File: config.mk
export PLATFORM = sky130hd
export DESIGN_NAME = bcd_down_timer
export DESIGN_NICKNAME = d
export VERILOG_FILES = /design/src/rtl/bcd_down_timer_pkg.sv /design/src/rtl/bcd_down_timer_digit_dec.sv /design/src/rtl/bcd_down_timer.sv
export SDC_FILE = /design/constraint.sdc
export NUM_CORES = 1
export LEC_CHECK = 0
export ABC_AREA = 1
export ABC_CLOCK_PERIOD_IN_PS = 2550
export BUFFER_PORTS_ARGS = -buffer_cell sky130_fd_sc_hd__buf_2
export CELL_PAD_IN_SITES_DETAIL_PLACEMENT = 1
export CELL_PAD_IN_SITES_GLOBAL_PLACEMENT = 2
export CORE_MARGIN = 5
export CORE_UTILIZATION = 30
export CTS_CLUSTER_SIZE = 24
export DETAILED_ROUTE_END_ITERATION = 10
export GPL_TIMING_DRIVEN = 0
export PLACE_DENSITY_LB_ADDON = 0.05
export SLEW_MARGIN = 10
export SYNTH_ARGS = -nofsm -noshare
export SYNTH_HDL_FRONTEND = slang
export SYNTH_SLANG_ARGS = --single-unit
export TNS_END_PERCENT = 50
File: constraint.sdc
create_clock -name clock -period 2.55 [get_ports clock]
set_clock_uncertainty 0.05 [all_clocks]
set_input_delay 0.51 -clock clock [delete_from_list [all_inputs] [get_ports clock]]
set_output_delay 0.51 -clock clock [all_outputs]
set_load 0.01 [all_outputs]
File: src/rtl/bcd_down_timer_pkg.sv
// Shared types and constants for the three-digit BCD down-timer.
package bcd_down_timer_pkg;

    typedef logic [1:0] state_t;

    localparam state_t ST_IDLE   = 2'd0;
    localparam state_t ST_RUN    = 2'd1;
    localparam state_t ST_PAUSED = 2'd2;
    localparam state_t ST_DONE   = 2'd3;

    localparam int BCD_MAX = 9;
    localparam int PRESC_W = 26;

    // Out-of-range preset digits saturate at the largest legal BCD value.
    function automatic logic [3:0] clamp_bcd(input logic [3:0] d);
        return (d > 4'(BCD_MAX)) ? 4'(BCD_MAX) : d;
    endfunction

endpackage

File: src/rtl/bcd_down_timer_digit_dec.sv
// One BCD digit of the borrow chain: subtracts borrow_in, wrapping 0 to 9.
module bcd_digit_dec
    import bcd_down_timer_pkg::*;
(
    input  logic [3:0] digit,
    input  logic       borrow_in,
    output logic [3:0] digit_nxt,
    output logic       borrow_out
);

    always_comb begin
        digit_nxt  = digit;
        borrow_out = 1'b0;
        if (borrow_in) begin
            if (digit == 4'd0) begin
                digit_nxt  = 4'(BCD_MAX);
                borrow_out = 1'b1;
            end else begin
                digit_nxt = digit - 4'd1;
            end
        end
    end

endmodule

File: src/rtl/bcd_down_timer.sv
// Three-digit BCD countdown timer with load, start/resume, pause and done.
//   state     | meaning
//   ST_IDLE   | value loaded or reset, waiting for start
//   ST_RUN    | prescaler counting, value decrements on each tick
//   ST_PAUSED | enable dropped; prescaler and value held
//   ST_DONE   | reached 000; only load leaves
module bcd_down_timer
    import bcd_down_timer_pkg::*;
#(
    parameter int TICK_DIV = 1000000
) (
    input  logic        clock,
    input  logic        reset,
    input  logic        load,
    input  logic [11:0] load_value,
    input  logic        start,
    input  logic        enable,
    output logic [3:0]  BCD0,
    output logic [3:0]  BCD1,
    output logic [3:0]  BCD2,
    output logic        running,
    output logic        done
);

    localparam logic [PRESC_W-1:0] PRESC_TERM = PRESC_W'(TICK_DIV - 1);

    state_t               state_q, state_d;
    logic [PRESC_W-1:0]   presc_q, presc_d;
    logic [3:0]           units_q, units_d;
    logic [3:0]           tens_q,  tens_d;
    logic [3:0]           hunds_q, hunds_d;

    logic                 tick;
    logic [3:0]           units_nxt, tens_nxt, hunds_nxt;
    logic                 borrow_u, borrow_t, borrow_h;
    logic                 value_zero, value_one;

    assign tick       = (state_q == ST_RUN) && enable && (presc_q == PRESC_TERM);
    assign value_zero = ({hunds_q, tens_q, units_q} == 12'h000);
    assign value_one  = ({hunds_q, tens_q, units_q} == 12'h001);

    bcd_digit_dec u_dec_units (
        .digit      (units_q),
        .borrow_in  (tick),
        .digit_nxt  (units_nxt),
        .borrow_out (borrow_u)
    );

    bcd_digit_dec u_dec_tens (
        .digit      (tens_q),
        .borrow_in  (borrow_u),
        .digit_nxt  (tens_nxt),
        .borrow_out (borrow_t)
    );

    bcd_digit_dec u_dec_hunds (
        .digit      (hunds_q),
        .borrow_in  (borrow_t),
        .digit_nxt  (hunds_nxt),
        .borrow_out (borrow_h)
    );

    always_comb begin
        state_d = state_q;
        presc_d = presc_q;
        units_d = units_q;
        tens_d  = tens_q;
        hunds_d = hunds_q;

        case (state_q)
            ST_IDLE: begin
                presc_d = '0;
                if (start && enable)
                    state_d = value_zero ? ST_DONE : ST_RUN;
            end
            ST_RUN: begin
                if (!enable) begin
                    state_d = ST_PAUSED;
                end else if (tick) begin
                    presc_d = '0;
                    // A borrow out of the hundreds digit means 000; never wrap.
                    if (!borrow_h) begin
                        units_d = units_nxt;
                        tens_d  = tens_nxt;
                        hunds_d = hunds_nxt;
                    end
                    if (value_one || value_zero)
                        state_d = ST_DONE;
                end else begin
                    presc_d = presc_q + 1'b1;
                end
            end
            ST_PAUSED: begin
                if (start && enable)
                    state_d = ST_RUN;
            end
            ST_DONE: begin
                presc_d = '0;
            end
            default: begin
                state_d = ST_IDLE;
                presc_d = '0;
            end
        endcase

        if (load) begin
            state_d = ST_IDLE;
            presc_d = '0;
            units_d = clamp_bcd(load_value[3:0]);
            tens_d  = clamp_bcd(load_value[7:4]);
            hunds_d = clamp_bcd(load_value[11:8]);
        end
    end

    always_ff @(posedge clock or negedge reset) begin
        if (!reset) begin
            state_q <= ST_IDLE;
            presc_q <= '0;
            units_q <= 4'd0;
            tens_q  <= 4'd0;
            hunds_q <= 4'd0;
        end else begin
            state_q <= state_d;
            presc_q <= presc_d;
            units_q <= units_d;
            tens_q  <= tens_d;
            hunds_q <= hunds_d;
        end
    end

    assign BCD0    = units_q;
    assign BCD1    = tens_q;
    assign BCD2    = hunds_q;
    assign running = (state_q == ST_RUN);
    assign done    = (state_q == ST_DONE);

endmodule
==> flow_summary_export.csv, run 1 <==
group,metric,value,unit
status,run_status,"finished clean",
floorplanning,die_y_extent,104.0,µm
global_routing,antenna_found_initial,0,
drt,routed_via_density,4.868,
synth,synth-edff-count,0,
clocking,clk_latency,0.30,ns
clocking,cts_root_buffer,"clkbuf_8",
finish,layout_filler_cell_count,1136,
synth,post_synth_inst_count,385,
global_routing,global_route_wire_length_before_repair,13.24,mm
worst_setup_path,timing.critical_path.to_type,"register",
sta,fmax,477.7,MHz
power_and_ir_drop,ir_drop,0.2257,mV
sta,maxSlewViolCount,0,
drt,route.detailed.drc,0,
worst_setup_path,crit_required,2.69,ns
floorplanning,start_util,0.3052,
place,placement.cell_area,2934,µm²
power_and_ir_drop,pwr_density_cell,553.2,nW/µm²
power_and_ir_drop,power.leakage,0.001387,µW
flow_run,max_cap_violation_count,0,
global_routing,number_of_global_route_vias_before_repair,2609,
drt,final_antenna_net_count,0,
clocking,post_cts_resized,0,
sta,rsz_0062_raised_after_global_routing,"false",
worst_setup_path,worstPathMaxFanout,10,
drt,firstDrtPassIters,6,
worst_hold_path,min-delay-path-class,"in -> async",
floorplanning,die_x,104.0,µm
sta,post-route-period-util,0.8209,
place,pre_cts_ws,0.4363,ns
finish,mostFrequentLayoutCell,"nand2_1",
finish,post_layout_net_count,444,
synth,ys_seq_elements,40,
floorplanning,core,8678,µm²
synth,synth.avg_cell_area,6.880,µm²
synth,ys_warn_count,0,
global_routing,grt_start_max_net_pins,41,
finish,drive_above_1_share,0.1351,
worst_setup_path,reg2reg_slack,0.46,ns
sta,worst_slew_pin_slew,1.006,ns
clocking,post_cts_hold_buffer_count,0,
floorplanning,std_cell_rows,34,
clocking,clock_tree_from_tritoncts,"built",
place,globalplace.congestion,0.7797,
floorplanning,num_io_pins,31,
clocking,numCtsBuffers,5,
floorplanning,die-area,10810,µm²
place,place.port_buffers,30,
worst_setup_path,crit_arrival,2.23,ns
clocking,clock-sinks,40,
drt,drt_wl_total,7.820,mm
global_routing,grt_usage,0.1473,
sta,worst_slack,0.4568,ns
clocking,post_cts.repair.setup_buffers,0,
sta,max-slew-margin-rel,0.3291,
worst_setup_path,setup.worst_path.class,"reg -> reg",
finish,final_cell_area,3012,µm²
place,dp_cells,523,
sta,report.final.setup_viol,0,
synth,ys.flop_type,"dfrtp_1",
synth,total_nets_after_synthesis,407,
sta,final_hold_viol_count,0,
finish,synthToLayoutAreaGrowth,13.70,%
synth,synthArstFlopShare,1.000,
finish,most_used_cells_in_the_layout_excluding_fill_and_tap_cells,"nand2_1, nor2_1, dfrtp_1",
finish,antenna_diodes,0,
sta,setup_tns,0,ns
synth,synthDistinctLibCells,37,
drt,drtIter0Drc,43,
clocking,cts_buffer_depth,2,
finish,fin_cells,530,
global_routing,overflow,0,
sta,min_period,2.093,ns
clocking,cts.clk_slew.worst_paths,0.09,ns
drt,routed-via-count,2580,
synth,seq_area_frac_synth,0.3779,
synth,synth.cell_area,2649,µm²
clocking,h_tree_lvls,2,
place,dp_hpwl,6.050,mm
drt,routed_wire_length_per_instance,14.75,µm
worst_setup_path,startpoint_type,"register",
[metrics by stage]
step	hold slack (ns)	total power (µW)	util
finish	0.3204	1666	0.3470
CTS	0.3690	1699	0.3470
floorplan	0.1644	1067	-
global placement	0.4377	1256	0.3381
detailed placement	0.4473	1258	0.3381
global route	0.4262	1789	0.3470
[area by class of cell]
| type | count | area, µm² | share of cell area |
|---|---|---|---|
| sequential | 40 | 1001 | 0.3324 |
| clock inverter | 1 | 5.005 | 0.001662 |
| multi-input combinational | 298 | 1465 | 0.4865 |
| inverter | 42 | 157.7 | 0.05235 |
| clock buffer | 6 | 72.57 | 0.02410 |
| tap | 108 | 135.1 | 0.04487 |
| buffer | 5 | 25.02 | 0.008309 |
| timing repair buffer | 30 | 150.1 | 0.04985 |
[metal layers]
| layer | GRT usage | wire (µm) |
|---|---|---|
| met4 | 0.03053 | 69 |
| met2 | 0.2518 | 3781 |
| met3 | 0.02669 | 303 |
| met5 | 0 | 0 |
| met1 | 0.1942 | 3665 |
[sequential cells by signal, summed over array words and instances, names as in the netlist]
register  count
state_q       2
BCD2          4
BCD0          4
presc_q      26
BCD1          4
[critical path, stage by stage (launching register included)]
cell and delay, ns:
dfrtp_1 0.39, inv_1 0.09, ha_1 0.32, inv_1 0.12
nand2_1 0.08, nand3_2 0.16, buf_1 0.47, nand4_1 0.17
nand2_1 0.10, nor2_1 0.04
[where the power goes]
part | internal [µW] | leakage [µW] | switching (µW)
logic | 162 | 0.000808 | 339
registers | 680 | 0.000538 | 48.7
clock network | 187 | 0.0000410 | 249
total | 1030 | 0.00139 | 637
[synth_stat cells, drive strengths merged (3+ instances only)]
cell    number  area share
xor2         3      0.0099
inv         41       0.058
o21bai       5       0.014
nor2        67        0.10
dfrtp       40        0.38
nand4        8       0.019
nand3       33       0.066
nor3        10       0.023
a21oi       20       0.038
o21ai       22       0.050
buf          4      0.0080
xnor2        3      0.0099
nand2      112        0.17
ha           5       0.024
[final timing paths]
path,startpoint,end,depth (start not counted)
min in group clock,presc_q[11],presc_q[11],1
min reg2reg,presc_q[11],presc_q[11],1
max,state_q[0],presc_q[18],9
max reg2reg,state_q[0],presc_q[18],9
max in group asynchronous,reset,BCD2[0],1
min,reset,BCD0[0],1
[cell families after synthesis]
| group | synth area share |
|---|---|
| adder cells (fa/ha/maj) | 0.02362 |
| buffers and inverters | 0.06896 |
| AND/OR/NAND/NOR | 0.3864 |
| XOR/XNOR | 0.01984 |
| flip-flops | 0.3779 |
| AO/OA/AOI/OAI | 0.1233 |
Note: power is estimated with default switching activity, not from simulation.
==> inputs of run 2 (changes only) <==
ABC_CLOCK_PERIOD_IN_PS = 2000   (was 2550)
clock period = 2 ns   (was 2.55 ns; I/O delays follow)
==> run 2 against run 1 <==
Effect of this change: first-iteration DRC count is 7.0% higher; critical endpoint is now presc_q[20]; worst setup slack worse by 0.37 ns; clock-buffer cell count stayed put; sequential share of layout area is 1.1 points lower; wire length is 1.2% higher; total power is 31% higher; fmax is 9.6% higher; via count is 1.0% higher; largest cell class unchanged.
==> flow_summary_export.csv, run 2 (synthesized netlist as in run 1, its figures left out) <==
group,metric,value,unit
power_and_ir_drop,seqPwrFrac,0.424,
drt,routed-via-count,2606,
sta,maxSlewViolCount,0,
floorplanning,die_x,104.0,µm
drt,firstDrtPassIters,4,
status,run_status,"finished clean",
clocking,cts_buffer_depth,2,
power_and_ir_drop,total_switching_power,839.4,µW
sta,report.final.setup_viol,0,
power_and_ir_drop,share_clk_of_total_power,0.253,
global_routing,antenna_found_initial,0,
worst_setup_path,startpoint_type,"register",
worst_setup_path,crit_arrival,2.10,ns
finish,largest_register_ff_count,26,
flow_run,max_cap_violation_count,0,
sta,post-route-period-util,0.9546,
worst_setup_path,crit_slowest_cell,"dfrtp_1",
worst_setup_path,setup.worst_path.class,"reg -> reg",
clocking,clock_tree_from_tritoncts,"built",
finish,layout_filler_cell_count,1137,
sta,worst_slack,0.09085,ns
drt,route.detailed.drc,0,
drt,routed_wire_length_per_instance,14.73,µm
worst_setup_path,worstPathMaxFanout,10,
power_and_ir_drop,power.leakage,0.001420,µW
drt,drtIter0Drc,46,
floorplanning,std_cell_rows,34,
clocking,post_cts_hold_buffer_count,0,
place,pre_cts_ws,-0.1138,ns
finish,fin_cells,537,
worst_setup_path,timing.critical_path.cells,"inv_1 > ha_1 > inv_2 > nand2_1 > nand3_4 > buf_6 > clkinvlp_4 > o21bai_1 > nand2_1 > nor2_1",
place,globalplace.congestion,0.7797,
floorplanning,die-area,10810,µm²
finish,antenna_diodes,0,
sta,hold-worst-slack,0.2177,ns
power_and_ir_drop,internal_dissipation,1350,µW
worst_setup_path,worst_path_largest_cell_delay,0.39,ns
finish,regMostFlops,"presc_q",
worst_setup_path,timing.critical_path.to_type,"register",
worst_setup_path,critical_path.most_common_cell,"nand2_1",
clocking,clk_latency,0.30,ns
sta,setup_tns,0,ns
finish,layout.core_utilization,0.3586,
global_routing,grt_usage,0.1473,
clocking,h_tree_lvls,2,
sta,final_hold_viol_count,0,
finish,drive_above_1_share,0.1725,
global_routing,grt_start_max_net_pins,41,
floorplanning,start_util,0.3052,
global_routing,number_of_global_route_vias_before_repair,2608,
drt,final_antenna_net_count,0,
place,place.port_buffers,30,
sta,worst_slew_pin_slew,1.009,ns
finish,most_used_cells_in_the_layout_excluding_fill_and_tap_cells,"nand2_1, nor2_1, dfrtp_1",
sta,max-slew-margin-rel,0.3273,
clocking,cts_root_buffer,"clkbuf_8",
worst_hold_path,min-delay-path-class,"in -> async",
place,dp_hpwl,6.050,mm
finish,post_layout_net_count,451,
global_routing,overflow,0,
clocking,clock-sinks,40,
finish,synthToLayoutAreaGrowth,17.48,%
clocking,numCtsBuffers,5,
clocking,cts.clk_slew.worst_paths,0.09,ns
place,dp_cells,523,
sta,fmax,523.8,MHz
floorplanning,core,8678,µm²
floorplanning,die_y_extent,104.0,µm
sta,min_period,1.909,ns
power_and_ir_drop,combinational_power_share,0.323,
worst_setup_path,crit_required,2.19,ns
power_and_ir_drop,swShare,0.3834,
global_routing,global_route_wire_length_before_repair,13.23,mm
floorplanning,num_io_pins,31,
power_and_ir_drop,pwr_density_cell,703.5,nW/µm²
drt,routed_via_density,4.853,
finish,mostFrequentLayoutCell,"nand2_1",
drt,drt_wl_total,7.911,mm
power_and_ir_drop,ir_drop,0.2706,mV
[run 2: critical path, delay by kind of cell, from the launching register on]
kind            cells  cell delay, ns
simple gates        4            0.36
flops               1            0.39
fa+ha+maj           1            0.33
buf+inv             4            0.54
compound gates      1            0.18
[run 2: cell type report]
cell class                      instances  area [µm²]  area share
Clock buffer                            6       72.57     0.02332
Inverter                               42       166.4     0.05348
Timing Repair Buffer                   37       202.7     0.06514
Sequential cell                        40        1001      0.3217
Tap cell                              108       135.1     0.04343
Clock inverter                          1       5.005    0.001608
Multi-Input combinational cell        298        1499      0.4817
Buffer                                  5       30.03    0.009650
[run 2: final timing paths]
path                          startpoint     endpoint  slack [ns]  cells after the start
max in group asynchronous          reset      BCD2[0]        1.05                      1
min reg2reg                  presc_q[11]  presc_q[11]        0.46                      1
max reg2reg                   state_q[0]  presc_q[20]        0.09                     10
max                           state_q[0]  presc_q[20]        0.09                     10
min in group clock         load_value[0]      BCD0[0]        0.38                      5
min                                reset      BCD0[0]        0.22                      1
[run 2: power by group through the flow]
| stage | logic, µW | clock network [µW] | registers (µW) |
|---|---|---|---|
| finish | 706 | 554 | 929 |
| global route | 807 | 600 | 942 |
| CTS | 690 | 576 | 930 |
| detailed placement | 658 | 0 | 947 |
| global placement | 659 | 0 | 942 |
| floorplan | 408 | 0 | 953 |
[run 2: stage by stage]
step	area [µm²]	power, µW
final	3112	2189
after global routing	3112	2348
after CTS	3035	2196
after detailed placement	2934	1604
after global placement	2934	1601
after floorplan	2649	1361
[run 2: per-layer routing]
| layer | track usage | vias up | routed length [µm] |
|---|---|---|---|
| met1 | 0.1942 | 1235 | 3743 |
| met5 | 0 | - | 0 |
| li1 | - | 1336 | - |
| met2 | 0.2518 | 29 | 3841 |
| met4 | 0.03053 | 0 | 69 |
| met3 | 0.02669 | 6 | 256 |
[run 2: repair_timing]
item / 4_1_cts / 5_1_grt
hold endpoints to repair: 0 / 0
setup buffers: 0 / 7
endpoints found under the setup margin: 22 / 38
pin swaps: 0 / 4
resized for setup: 7 / 8
==> inputs of run 3 (changes only) <==
--- a/config.mk
+++ b/config.mk
@@ -13,3 +13,3 @@
 export CORE_MARGIN = 5
-export CORE_UTILIZATION = 30
+export CORE_UTILIZATION = 33
 export CTS_CLUSTER_SIZE = 24
==> constraint.sdc (replaced) <==
create_clock -name clock -period 2 [get_ports clock]
set_clock_uncertainty 0.05 [all_clocks]
set_input_delay 0.5 -clock clock [delete_from_list [all_inputs] [get_ports clock]]
set_output_delay 0.5 -clock clock [all_outputs]
set_load 0.01 [all_outputs]
==> run 3 against run 2 <==
Effect of this change: non-clock buffer count is the same; worst setup slack gained 0.029 ns; global-route usage rose by 1.6 points; critical path depth is the same; clock power up 4.5%; cell area up 0.44%; worst hold slack improved by 0.086 ns; critical path type unchanged; largest cell class unchanged; largest power group unchanged; highest routed layer unchanged.
==> flow_summary_export.csv, run 3 (synthesized netlist as in run 1, its figures left out) <==
group,metric,value,unit
place,place.port_buffers,30,
power_and_ir_drop,seqPwrFrac,0.415,
sta,worst_slack,0.1199,ns
global_routing,number_of_global_route_vias_before_repair,2643,
place,dp_cells,517,
worst_setup_path,reg2reg_slack,0.12,ns
drt,final_antenna_net_count,0,
finish,post_layout_net_count,451,
worst_setup_path,crit_slowest_cell,"dfrtp_1",
floorplanning,die_x,99.59,µm
drt,drtIter0Drc,50,
finish,fin_cells,532,
global_routing,overflow,0,
worst_setup_path,crit_arrival,2.06,ns
clocking,numCtsBuffers,5,
worst_setup_path,worst_path_largest_cell_delay,0.39,ns
sta,max-slew-margin-rel,0.3510,
power_and_ir_drop,total_switching_power,825.8,µW
clocking,clock_tree_from_tritoncts,"built",
worst_setup_path,critPathBufInv,3,
global_routing,grt_start_max_net_pins,41,
worst_setup_path,setup.worst_path.class,"reg -> reg",
clocking,post_cts_hold_buffer_count,0,
clocking,clk_latency,0.30,ns
power_and_ir_drop,pwr_density_cell,712.8,nW/µm²
drt,drt_wl_total,7.671,mm
global_routing,antenna_found_initial,0,
finish,synthToLayoutAreaGrowth,18.00,%
finish,regMostFlops,"presc_q",
floorplanning,die_y_extent,99.59,µm
clocking,cts.clk_slew.worst_paths,0.08,ns
drt,routed_via_density,4.878,
sta,fmax,531.9,MHz
finish,most_used_cells_in_the_layout_excluding_fill_and_tap_cells,"nand2_1, nor2_1, dfrtp_1",
floorplanning,die-area,9918,µm²
drt,route.detailed.drc,0,
sta,maxSlewViolCount,0,
worst_setup_path,timing.critical_path.depth,10,
worst_setup_path,critical_path.reg2reg.endpoint,"presc_q[23]",
drt,firstDrtPassIters,4,
worst_setup_path,crit_required,2.18,ns
sta,min_period,1.880,ns
global_routing,global_route_wire_length_before_repair,12.97,mm
finish,mostFrequentLayoutCell,"nand2_1",
sta,final_hold_viol_count,0,
worst_setup_path,timing.critical_path.to_type,"register",
power_and_ir_drop,ir_drop,0.3298,mV
power_and_ir_drop,share_clk_of_total_power,0.260,
place,dp_hpwl,5.856,mm
worst_setup_path,reg2reg_from,"state_q[1]",
floorplanning,start_util,0.3410,
power_and_ir_drop,power.leakage,0.001428,µW
finish,antenna_diodes,0,
worst_setup_path,critPathTopFamily,"simple AND/OR/NAND/NOR gates",
power_and_ir_drop,swShare,0.3707,
sta,worst_slew_pin_slew,0.9736,ns
status,run_status,"finished clean",
worst_setup_path,startpoint_type,"register",
sta,report.final.setup_viol,0,
global_routing,grt_usage,0.1636,
place,pre_cts_ws,-0.1425,ns
worst_hold_path,min-delay-path-class,"in -> async",
clocking,h_tree_lvls,2,
worst_setup_path,critical_path.most_common_cell,"inv_2",
worst_setup_path,timing.critical_path.cells,"inv_2 > ha_1 > inv_2 > nand2_1 > nand3_4 > nand2_2 > nor2_4 > buf_4 > nand3_1 > a21oi_1",
floorplanning,num_io_pins,31,
floorplanning,std_cell_rows,32,
worst_setup_path,worst-r2r-cell-count,10,
drt,routed_wire_length_per_instance,14.42,µm
clocking,cts_buffer_depth,2,
worst_setup_path,worstPathMaxFanout,5,
power_and_ir_drop,internal_dissipation,1402,µW
clocking,clock-sinks,40,
finish,largest_register_ff_count,26,
place,globalplace.congestion,0.7824,
drt,routed-via-count,2595,
clocking,cts_root_buffer,"clkbuf_8",
finish,drive_above_1_share,0.1721,
floorplanning,core,7767,µm²
sta,post-route-period-util,0.9401,
flow_run,max_cap_violation_count,0,
power_and_ir_drop,combinational_power_share,0.325,
==> run 3: changes by cell type in the layout (fill, tap and decap cells not counted), sizes merged <==
cell    before  now
clkbuf       7    9
clkinv       2    1
==> run 3: through the flow <==
step           area, µm²  power (µW)   TNS, ns  utilization  hold WS [ns]
4_1_cts             3065        2254  -0.01522       0.3947        0.3414
3_5_place_dp        2927        1605    -1.729       0.3768        0.4406
5_1_grt             3126        2406  -0.01445       0.4024        0.3968
2_1_floorplan       2649        1361         0            -        0.1544
3_3_place_gp        2927        1594   -0.9129       0.3768        0.4341
6_report            3126        2228         0       0.4024        0.3038
==> run 3: area by class of cell <==
type                       instances  area, µm²
inverter                          42      168.9
multi-input combinational        298       1501
tap                              102      127.6
fill                            1032       4642
sequential                        40       1001
clock buffer                       8      90.09
timing repair buffer              37      202.7
buffer                             5      33.78
==> run 3: how the worst max path moves through the flow <==
| stage | start | to |
|---|---|---|
| floorplan | state_q[1] | BCD0[1] |
| global placement | state_q[1] | presc_q[24] |
| detailed placement | state_q[0] | presc_q[22] |
| CTS | state_q[1] | presc_q[1] |
| global route | state_q[0] | presc_q[1] |
| finish | state_q[1] | presc_q[23] |
==> run 3: power groups by stage <==
stage	Combinational (µW)	Clock [µW]	Sequential (µW)
finish	724	579	926
global placement	652	0	942
detailed placement	660	0	945
floorplan	408	0	953
CTS	716	612	926
global route	822	644	939
==> run 3: repair_timing <==
item / CTS / global route
resized for setup: 10 / 7
pin swaps: 0 / 4
hold endpoints to repair: 0 / 0
setup endpoints to repair: 23 / 38
setup buffers: 2 / 5
==> run 3: metal layers <==
metal	global-route usage	share of wire	vias to the layer above	wire [µm]
met5	0	0	-	0
met4	0.03466	0.0090	0	69
met3	0.03015	0.044	7	340
met2	0.2872	0.49	43	3725
met1	0.2093	0.46	1213	3535
li1	-	-	1332	-
